<file path="src/rtl/audio_pkg.sv">
// Shared audio stream types and constants for the tone-generator to codec path.
package audio_pkg;

  localparam int CLK_FREQ        = 50_000_000;
  localparam int I2S_SAMPLE_BITS = 16;

  typedef logic [I2S_SAMPLE_BITS-1:0] sample_t;

  // Bit carried in channel slot p: slots 1..16 hold the sample MSB first, everything else is 0.
  function automatic logic sample_bit(sample_t smp, int p);
    sample_t w_shift;
    if (p < 1 || p > I2S_SAMPLE_BITS) return 1'b0;
    w_shift = smp << (p - 1);
    return w_shift[I2S_SAMPLE_BITS-1];
  endfunction

endpackage

</file>
<file path="src/rtl/sample_fifo.sv">
// Small synchronous sample FIFO with registered full/empty/level flags.
module sample_fifo
  import audio_pkg::*;
#(
  parameter int WIDTH = 16,
  parameter int DEPTH = 4
) (
  input  logic                   clk,
  input  logic                   reset,
  input  logic                   i_push,
  input  logic [WIDTH-1:0]       i_wdata,
  input  logic                   i_pop,
  output logic [WIDTH-1:0]       o_rdata,
  output logic                   o_full,
  output logic                   o_empty,
  output logic [$clog2(DEPTH):0] o_level
);

  localparam int AW = $clog2(DEPTH);
  localparam logic [AW-1:0] PTR_MAX  = AW'(DEPTH - 1);
  localparam logic [AW:0]   LVL_FULL = (AW + 1)'(DEPTH);

  logic [WIDTH-1:0] r_mem [DEPTH];
  logic [AW-1:0]    r_wr_ptr;
  logic [AW-1:0]    r_rd_ptr;
  logic [AW:0]      r_level;
  logic             r_full;
  logic             r_empty;
  logic             w_push;
  logic             w_pop;
  logic [AW:0]      w_level_nxt;

  assign w_push = i_push && !r_full;
  assign w_pop  = i_pop && !r_empty;

  always_comb begin
    w_level_nxt = r_level;
    if (w_push && !w_pop) w_level_nxt = r_level + 1'b1;
    else if (!w_push && w_pop) w_level_nxt = r_level - 1'b1;
  end

  always_ff @(posedge clk or posedge reset) begin
    if (reset) begin
      r_wr_ptr <= '0;
      r_rd_ptr <= '0;
      r_level  <= '0;
      r_full   <= 1'b0;
      r_empty  <= 1'b1;
    end else begin
      r_level <= w_level_nxt;
      r_full  <= (w_level_nxt == LVL_FULL);
      r_empty <= (w_level_nxt == '0);
      if (w_push) r_wr_ptr <= (r_wr_ptr == PTR_MAX) ? '0 : r_wr_ptr + 1'b1;
      if (w_pop)  r_rd_ptr <= (r_rd_ptr == PTR_MAX) ? '0 : r_rd_ptr + 1'b1;
    end
  end

  // Storage is data only; the pointers define what is valid.
  always_ff @(posedge clk) begin
    if (w_push) r_mem[r_wr_ptr] <= i_wdata;
  end

  assign o_rdata = r_mem[r_rd_ptr];
  assign o_full  = r_full;
  assign o_empty = r_empty;
  assign o_level = r_level;

endmodule

</file>
<file path="src/rtl/i2s_sample_serializer.sv">
// I2S master: buffers mono samples and sends each one, duplicated on L and R, as one I2S frame.
module i2s_sample_serializer
  import audio_pkg::*;
#(
  parameter int BCLK_HALF  = 8,
  parameter int CH_BITS    = 32,
  parameter int FIFO_DEPTH = 4
) (
  input  logic                        clk,
  input  logic                        reset,
  input  logic [15:0]                 sample,
  input  logic                        sample_valid,
  output logic                        sink_ready,
  input  logic                        enable,
  output logic                        i2s_bclk,
  output logic                        i2s_lrclk,
  output logic                        i2s_dacdat,
  output logic                        underrun,
  output logic [$clog2(FIFO_DEPTH):0] fifo_level
);

  localparam int HC_W = $clog2(BCLK_HALF);
  localparam int S_W  = $clog2(2 * CH_BITS);
  localparam logic [HC_W-1:0] HC_MAX = HC_W'(BCLK_HALF - 1);
  localparam logic [S_W-1:0]  S_MAX  = S_W'(2 * CH_BITS - 1);
  localparam logic [S_W-1:0]  S_CH   = S_W'(CH_BITS);

  localparam logic [1:0] ST_IDLE  = 2'd0;
  localparam logic [1:0] ST_RUN   = 2'd1;
  localparam logic [1:0] ST_DRAIN = 2'd2;

  logic [1:0]      r_state;
  logic [HC_W-1:0] r_hc;
  logic [S_W-1:0]  r_s;
  logic            r_bclk;
  logic            r_lrclk;
  logic            r_dacdat;
  logic            r_underrun;
  logic            r_rst_done;
  sample_t         r_hold;

  logic            w_fifo_full;
  logic            w_fifo_empty;
  sample_t         w_fifo_rdata;
  logic            w_push;
  logic            w_pop;
  logic            w_hc_wrap;
  logic            w_slot_edge;
  logic            w_frame_end;
  logic            w_start;
  logic [S_W-1:0]  w_s_nxt;

  // Serial bit for slot s; both channels reuse the same hold word.
  function automatic logic slot_data(sample_t h, logic [S_W-1:0] s);
    int p;
    p = int'(s);
    if (p >= CH_BITS) p = p - CH_BITS;
    return sample_bit(h, p);
  endfunction

  sample_fifo #(
    .WIDTH(I2S_SAMPLE_BITS),
    .DEPTH(FIFO_DEPTH)
  ) u_fifo (
    .clk     (clk),
    .reset   (reset),
    .i_push  (w_push),
    .i_wdata (sample),
    .i_pop   (w_pop),
    .o_rdata (w_fifo_rdata),
    .o_full  (w_fifo_full),
    .o_empty (w_fifo_empty),
    .o_level (fifo_level)
  );

  assign sink_ready = r_rst_done && !w_fifo_full;
  assign w_push     = sample_valid && sink_ready;

  assign w_hc_wrap   = (r_hc == HC_MAX);
  assign w_slot_edge = (r_state == ST_RUN) && w_hc_wrap && r_bclk;
  assign w_frame_end = w_slot_edge && (r_s == S_MAX);
  assign w_s_nxt     = (r_s == S_MAX) ? '0 : r_s + 1'b1;
  // Frame start: leaving IDLE, or a frame end while still enabled (DRAIN never pops).
  assign w_start     = ((r_state == ST_IDLE) && enable) || (w_frame_end && enable);
  assign w_pop       = w_start && !w_fifo_empty;

  always_ff @(posedge clk or posedge reset) begin
    if (reset) begin
      r_state    <= ST_IDLE;
      r_hc       <= '0;
      r_s        <= '0;
      r_bclk     <= 1'b0;
      r_lrclk    <= 1'b0;
      r_dacdat   <= 1'b0;
      r_underrun <= 1'b0;
      r_rst_done <= 1'b0;
    end else begin
      r_rst_done <= 1'b1;
      r_underrun <= 1'b0;
      case (r_state)
        ST_IDLE: begin
          r_hc     <= '0;
          r_s      <= '0;
          r_bclk   <= 1'b0;
          r_lrclk  <= 1'b0;
          r_dacdat <= 1'b0;
          if (enable) begin
            r_state    <= ST_RUN;
            r_underrun <= w_fifo_empty;
          end
        end
        ST_RUN: begin
          r_hc <= w_hc_wrap ? '0 : r_hc + 1'b1;
          if (w_hc_wrap) r_bclk <= ~r_bclk;
          if (w_slot_edge) begin
            r_s      <= w_s_nxt;
            r_lrclk  <= (w_s_nxt >= S_CH);
            r_dacdat <= slot_data(r_hold, w_s_nxt);
            if (w_frame_end) begin
              if (!enable) r_state <= ST_DRAIN;
              else r_underrun <= w_fifo_empty;
            end
          end
        end
        ST_DRAIN: begin
          r_bclk   <= 1'b0;
          r_lrclk  <= 1'b0;
          r_dacdat <= 1'b0;
          if (w_hc_wrap) begin
            r_hc    <= '0;
            r_state <= ST_IDLE;
          end else begin
            r_hc <= r_hc + 1'b1;
          end
        end
        default: r_state <= ST_IDLE;
      endcase
    end
  end

  // An empty FIFO at frame start sends silence.
  always_ff @(posedge clk) begin
    if (w_start) r_hold <= w_fifo_empty ? '0 : w_fifo_rdata;
  end

  assign i2s_bclk   = r_bclk;
  assign i2s_lrclk  = r_lrclk;
  assign i2s_dacdat = r_dacdat;
  assign underrun   = r_underrun;

endmodule

</file>
<file path="config.mk">
export PLATFORM = sky130hd
export DESIGN_NAME = i2s_sample_serializer
export DESIGN_NICKNAME = d
export VERILOG_FILES = /design/src/rtl/audio_pkg.sv /design/src/rtl/sample_fifo.sv /design/src/rtl/i2s_sample_serializer.sv
export SDC_FILE = /design/constraint.sdc
export NUM_CORES = 1
export LEC_CHECK = 0
export ABC_AREA = 1
export CAP_MARGIN = 0
export CORE_MARGIN = 4
export CORE_UTILIZATION = 35
export DETAILED_ROUTE_END_ITERATION = 10
export PLACE_DENSITY = 0.51
export SYNTH_ARGS = -nofsm -noshare
export SYNTH_HDL_FRONTEND = slang
export SYNTH_HIERARCHICAL = 1
export SYNTH_SLANG_ARGS = --single-unit
</file>
<file path="constraint.sdc">
create_clock -name clk -period 4 [get_ports clk]
set_input_delay 1 -clock clk [delete_from_list [all_inputs] [get_ports clk]]
set_output_delay 1 -clock clk [all_outputs]
set_load 0.05 [all_outputs]
</file>
==> results of run 1 <==
[worst max-delay path, stage by stage (launching register included)]
cell and delay [ns]:
dfrtp_1 0.43, nor2_1 0.12, clkdlybuf4s50_1 0.81
[state kept, by name, indices dropped and copies added, names as in the netlist, 2 cells and up]
signal           flops
r_hold              16
r_state              2
u_fifo/r_wr_ptr      2
r_s                  6
u_fifo/o_level       3
u_fifo/r_rd_ptr      2
r_hc                 3
u_fifo/r_mem        64
[cell type report]
class | count | share of cell area [%]
Clock buffer | 9 | 3.89
Clock inverter | 7 | 1.12
Inverter | 65 | 4.30
Multi-Input combinational cell | 295 | 29.0
Sequential cell | 105 | 52.3
Tap cell | 180 | 3.89
Timing Repair Buffer | 33 | 5.45
[power groups by stage]
stage	Sequential, W	Clock [W]	Combinational, W
after floorplan	0.00158	0	0.000759
after global placement	0.00157	0	0.00107
after detailed placement	0.00158	0	0.00109
after CTS	0.00155	0.000900	0.00109
after global routing	0.00158	0.000946	0.00124
final	0.00155	0.000870	0.00107
[placed cells by master, fill, tap and decap left out, drive strengths merged]
master         count
clkinv             2
o22ai             20
nand4              7
a22oi              1
buf                6
o31ai              1
conb               8
o21a               1
o21ai             45
nor3b              2
inv               69
clkinvlp           1
clkbuf             9
clkdlybuf4s50     27
nand2             74
nor3               1
nor2              76
edfxtp            80
dfstp              1
dfrtp             24
nand3             25
nand3b             3
ha                24
a21oi              4
xor2               2
or2                1
[stage by stage]
step | instances | total power, W | area (µm²) | setup slack (ns) | hold slack [ns]
finish | 694 | 0.00349 | 5790 | 1.30 | 0.491
CTS | 694 | 0.00355 | 5790 | 1.26 | 0.494
global placement | 678 | 0.00264 | 5500 | 1.02 | 0.465
floorplan | 477 | 0.00234 | 5010 | 1.08 | 0.453
detailed placement | 678 | 0.00267 | 5500 | 0.965 | 0.477
global route | 694 | 0.00376 | 5790 | 1.01 | 0.518
[cell families (layout without fill, tap and decap cells)]
family	count (synthesis)	in the layout
and+or+nand+nor	189	189
DFF	105	105
buffers and inverters	77	114
AOI/OAI and AO/OA	72	72
adders and majority gates	24	24
xor gates and xnor gates	2	2
other	1	8
[metal layers]
layer  wire length [µm]  part of all wire [%]
met5                  0                     0
met4                146                   1.6
met3                342                   3.8
met2               4220                    47
met1               4330                    48
[worst min-delay path by stage]
stage | from | to | slack, ns
after global routing | r_hc[0]$_DFFE_PP0P_ | r_hc[0]$_DFFE_PP0P_ | 0.52
after global placement | i2s_dacdat$_DFFE_PP0P_ | i2s_dacdat$_DFFE_PP0P_ | 0.46
after floorplan | r_hc[2]$_DFFE_PP0P_ | r_hc[2]$_DFFE_PP0P_ | 0.45
final | r_hc[0]$_DFFE_PP0P_ | r_hc[0]$_DFFE_PP0P_ | 0.49
after detailed placement | r_hc[0]$_DFFE_PP0P_ | r_hc[0]$_DFFE_PP0P_ | 0.48
after CTS | r_hc[1]$_DFFE_PP0P_ | r_hc[1]$_DFFE_PP0P_ | 0.49
==> out/results.ini, run 1 <==
[cts]
holdBufCountCts=0
htree_levels=3
cts_setup_buffers=0
cts_root_buf=clkbuf_16
clk_latency_ns=0.35
cts_made_buffers=9
clkTransAtPathRegs_ns=0.07
clock_sinks=105
cts_tree=yes
cts_buffer_depth=2
cts_resized=0

[route]
drtIter0Drc=164
routed_via_density=4.63
drc=0
wl_um=9030
wire_per_inst_um=13.0
antenna_left=0
firstDrtPassIters=4
vias=3216

[global_routing]
grt_max_degree=36
grt_pass1_wl_um=15300
grt_usage_pct=11.9
busiest_layer=met2
overflow=0
grtUsageMet1_pct=15.4
met2_usage_pct=19.3
globalRouteMet3Util_pct=3.01
grt_pass1_vias=3110
antenna_found_initial=0

[setup_path]
crit_path_start=u_fifo/o_full$_DFF_PP0_
r2r_slack_ns=1.32
crit_fanout=4
crit_end=sink_ready
reg2regPathDepth=18
critPathCaptureType=output pin
r2r_start=r_s[0]$_DFFE_PP0P_
r2r-end=i2s_dacdat$_DFFE_PP0P_
start_kind=flip-flop
worst-endpoint-required_ns=3.00
crit_type=reg2out
cp.arrival_ns=1.70

[pwr]
combPwrFrac_pct=30.7
p_sw_w=0.00126
powerDensity_nw_per_um2=603
swShare_pct=36.2
p_seq_share_pct=44.3
p_int_w=0.00223
pwr-share-clk_pct=24.9
irDropWorstVdd_mv=0.300
leakagePower_nw=2.32

[sta]
tns_ns=0
finalCriticalPeriod_ns=2.70
fmax_ghz=0.370
max_slew_margin_pct=34.6
rsz0062_at_grt=no
hold_violations=0
finalSetupViolations=0
tightest_slew_ns=0.979
fin_skew_ns=0.00784
slew_viol_final=0
finalCritPeriodShare_pct=67.5

[finish]
final_nets=553
multi_input_area_um2=1680
drive_gt1_share_pct=9.34
fillers=1331
n_antenna_cell=0
area_growth_pct=16.1
regArea_um2=3030
fin_util_pct=41.5

[place]
dp_hpwl_um=6050
placement.io_buffers=27
globalplace.congestion=0.755

[synth]
synth_top_family_by_area=simple AND/OR/NAND/NOR gates
yosys_most_used_dff=edfxtp_1
syn_avg_cell_area_um2=10.6
synth_area_leader_cell=edfxtp_1
synthSimpleGateAreaFrac_pct=18.7
postSynthCellCount=470
ys_types=35
syn-cell-area_um2=4990
synth.most_common_cell=edfxtp_1
synth_edf_count=80
synth-seq-area-share_pct=60.8
synthXorXnorAreaFrac_pct=0.502
ys_ff_latch=105
synth_mux_area_share_pct=0
yosysWarningCount=6
synth_compound_area_share_pct=7.88
synth-adder-area-share_pct=6.02
synth_common_cells=edfxtp_1, nor2_1, inv_1, nand2_1, o21ai_0
synth.area.top_cells=edfxtp_1, dfrtp_1, ha_1
synthArstFlopShare_pct=23.8
synth_top_area_share_pct=48.2

[floorplan]
fp.dieArea_um2=16200
rows=43
io_pins=28
die_w_um=127
initial_core_util_pct=35.8
die_height_um=127
coreArea_um2=13900

[min_path]
hp-class=reg2reg
worstHoldPathCells=1

[flow_run]
cap_violations=0

[run_status]
run_status=complete, no violations

Note: power is estimated with default switching activity, not from simulation.
==> inputs of run 2 (changes only) <==
PLACE_DENSITY = 0.53   (was 0.51)
clock period = 2.2 ns   (was 4 ns; I/O delays follow)
==> run 2 against run 1 <==
The flow now finishes with violations (setup timing). Total power grew 90%. Final cell count increased by 4.6%. Highest routed layer unchanged. Critical path type is now reg2reg. Non-clock buffer count is 33 higher. Count of clock-buffer cells in the layout did not move.
==> out/results.ini, run 2 (synthesis results as in run 1) <==
[setup_path]
critPathCaptureType=flip-flop
reg2regPathDepth=17  ; -1
crit_chain=buf_6 -> ha_4 -> inv_4 -> nand2_4 -> nor2_8 -> nand3_4 -> ha_4 -> ha_4 -> nor2_2 -> nand3b_1 -> nor2_1 -> nand3_1 -> nor2_2 -> nand3_2 -> nor2_2 -> nand2_1 -> nand2_1
cp.arrival_ns=2.55  ; +0.85 ns
r2r_start=r_s[0]$_DFFE_PP0P_
crit_slowest_cell=dfrtp_2
crit_fanout=3  ; -1
r2r-end=i2s_dacdat$_DFFE_PP0P_
r2r_slack_ns=-0.06  ; -1.38 ns
start_kind=flip-flop
critPathMaxStageDelay_ns=0.44  ; -0.37 ns
crit_type=reg2reg
worst-endpoint-required_ns=2.48  ; -0.52 ns

[sta]
hold_violations=0  ; unchanged
fin_ws_ns=-0.0614  ; -1.36 ns
fmax_ghz=0.442
tightest_slew_ns=0.677  ; -0.303 ns
finalCritPeriodShare_pct=103
rsz0062_at_grt=yes
finalSetupViolations=1  ; +1
max_slew_margin_pct=54.4  ; +20 points
slew_viol_final=0  ; unchanged
fin_skew_ns=0.00738  ; -0.000458 ns
finalCriticalPeriod_ns=2.26

[floorplan]
io_pins=28  ; unchanged
rows=43  ; unchanged
coreArea_um2=13900  ; unchanged
fp.dieArea_um2=16200  ; unchanged
die_height_um=127  ; unchanged
die_w_um=127  ; unchanged
initial_core_util_pct=35.8  ; unchanged

[run_status]
run_status=complete, but fails checks
violations=setup timing

[cts]
cts_root_buf=clkbuf_16
htree_levels=3  ; unchanged
clkTransAtPathRegs_ns=0.07  ; about the same
clock_sinks=105  ; unchanged
cts_made_buffers=9  ; unchanged
cts_tree=yes
cts_buffer_depth=2  ; unchanged
holdBufCountCts=0  ; unchanged
clk_latency_ns=0.34  ; about the same

[place]
post-place-cells=706  ; +4.1%
place_ws_ns=-0.105  ; -1.07 ns
placement.io_buffers=27  ; unchanged
dp_hpwl_um=6570  ; +8.6%
globalplace.congestion=0.818  ; +8.3%

[finish]
drive_gt1_share_pct=20.7  ; +11 points
n_antenna_cell=0  ; unchanged
fillers=1306  ; -1.9%
area_growth_pct=26.0
final_cell_mix=edfxtp_1, nor2_1, inv_1
largest_register_ffs=64  ; unchanged
regMostFlops=u_fifo/r_mem
layout_top_registers=u_fifo/r_mem (64), r_hold (16), r_s (6)
final_cells=726  ; +4.6%
final_nets=586  ; +6.0%
final_common_cell=edfxtp_1

[min_path]
hp-class=reg2reg
hold_start=i2s_dacdat$_DFFE_PP0P_
hold_end=i2s_dacdat$_DFFE_PP0P_
worstHoldPathCells=2  ; +1

[global_routing]
grt_usage_pct=12.5  ; +0.63 points
grt_max_degree=34  ; -5.6%
grt_pass1_vias=3369  ; +8.3%
antenna_found_initial=0  ; unchanged
grt_pass1_wl_um=16100  ; +5.2%
overflow=0  ; unchanged

[route]
drtIter0Drc=128  ; -22%
wl_um=9500  ; +5.2%
drc=0  ; unchanged
antenna_left=0  ; unchanged
routed_via_density=4.67  ; +0.85%
firstDrtPassIters=4  ; unchanged
vias=3393  ; +5.5%
wire_per_inst_um=13.1  ; +0.59%

[pwr]
leakagePower_nw=2.49  ; +7.2%
irDropWorstVdd_mv=0.516  ; +72%
p_sw_w=0.00227  ; +80%
powerDensity_nw_per_um2=1050  ; +75%
pwr-share-clk_pct=25.4  ; +0.5 points
p_seq_share_pct=41.9  ; -2.4 points
combPwrFrac_pct=32.7  ; +2.0 points
swShare_pct=34.3  ; -1.9 points
p_int_w=0.00435  ; +96%

[flow_run]
cap_violations=0  ; unchanged

==> run 2: changes by cell type in the layout (fill, tap and decap cells not counted), moves of 5 or more <==
| cell | delta |
|---|---|
| ha_1 | -7 |
| ha_4 | +5 |
| nand2_2 | +5 |
| nor2_1 | -7 |
| buf_4 | +27 |
| nand2_1 | -6 |
==> run 2: what timing repair did <==
action,CTS,global route
gates resized for setup,15,12
buffers inserted,4,1
endpoints found under the setup margin,2,3
pin swaps,18,19
==> run 2: worst max path at each step <==
stage / end / cells past startpoint / slack [ns] / startpoint
6_report: i2s_dacdat$_DFFE_PP0P_ / 17 / -0.06 / r_s[0]$_DFFE_PP0P_
5_1_grt: i2s_dacdat$_DFFE_PP0P_ / 17 / -0.29 / r_s[0]$_DFFE_PP0P_
4_1_cts: i2s_dacdat$_DFFE_PP0P_ / 18 / -0.03 / r_s[1]$_DFFE_PP0P_
3_5_place_dp: i2s_dacdat$_DFFE_PP0P_ / 17 / -0.10 / r_s[1]$_DFFE_PP0P_
3_3_place_gp: i2s_dacdat$_DFFE_PP0P_ / 17 / -0.06 / r_s[1]$_DFFE_PP0P_
2_1_floorplan: i2s_dacdat$_DFFE_PP0P_ / 17 / 0.005 / r_s[0]$_DFFE_PP0P_
==> run 2: worst max-delay path: cells and delay by family, from the launching register on <==
kind | cells | cell delay (ns)
DFF | 1 | 0.44
and+or+nand+nor | 12 | 1.00
buffers and inverters | 2 | 0.17
adders and majority gates | 3 | 0.60
==> run 2: final cells by class <==
cell class	count	area (µm²)	share of cell area, %
Clock buffer	9	225	3.58
Clock inverter	6	91.3	1.45
Inverter	65	251	4.00
Multi-Input combinational cell	295	1830	29.2
Sequential cell	105	3030	48.3
Tap cell	180	225	3.58
Timing Repair Buffer	66	621	9.88
==> run 2: power by group through the flow <==
| stage | Clock, W | Sequential (W) | Combinational (W) |
|---|---|---|---|
| global placement | 0 | 0.00281 | 0.00214 |
| floorplan | 0 | 0.00287 | 0.00140 |
| finish | 0.00168 | 0.00277 | 0.00217 |
| global route | 0.00183 | 0.00281 | 0.00250 |
| CTS | 0.00174 | 0.00278 | 0.00218 |
| detailed placement | 0 | 0.00282 | 0.00218 |
==> run 2: per-stage QoR <==
step | total power, W | util, % | setup TNS [ns] | instance area (µm²) | hold WS [ns]
3_3_place_gp | 0.00495 | 41.8 | -0.0607 | 5820 | 0.467
6_report | 0.00663 | 45.1 | -0.0614 | 6280 | 0.476
2_1_floorplan | 0.00427 | - | 0 | 5070 | 0.377
3_5_place_dp | 0.00499 | 41.8 | -0.241 | 5820 | 0.473
5_1_grt | 0.00714 | 45.1 | -0.292 | 6280 | 0.507
4_1_cts | 0.00669 | 44.7 | -0.0292 | 6230 | 0.492
==> run 2: per-layer routing <==
| layer | part of all wire, % | global-route usage (%) |
|---|---|---|
| met1 | 47 | 16.1 |
| met2 | 49 | 20.7 |
| met3 | 2.6 | 2.34 |
| met4 | 1.8 | 5.62 |
| met5 | 0 | 0 |
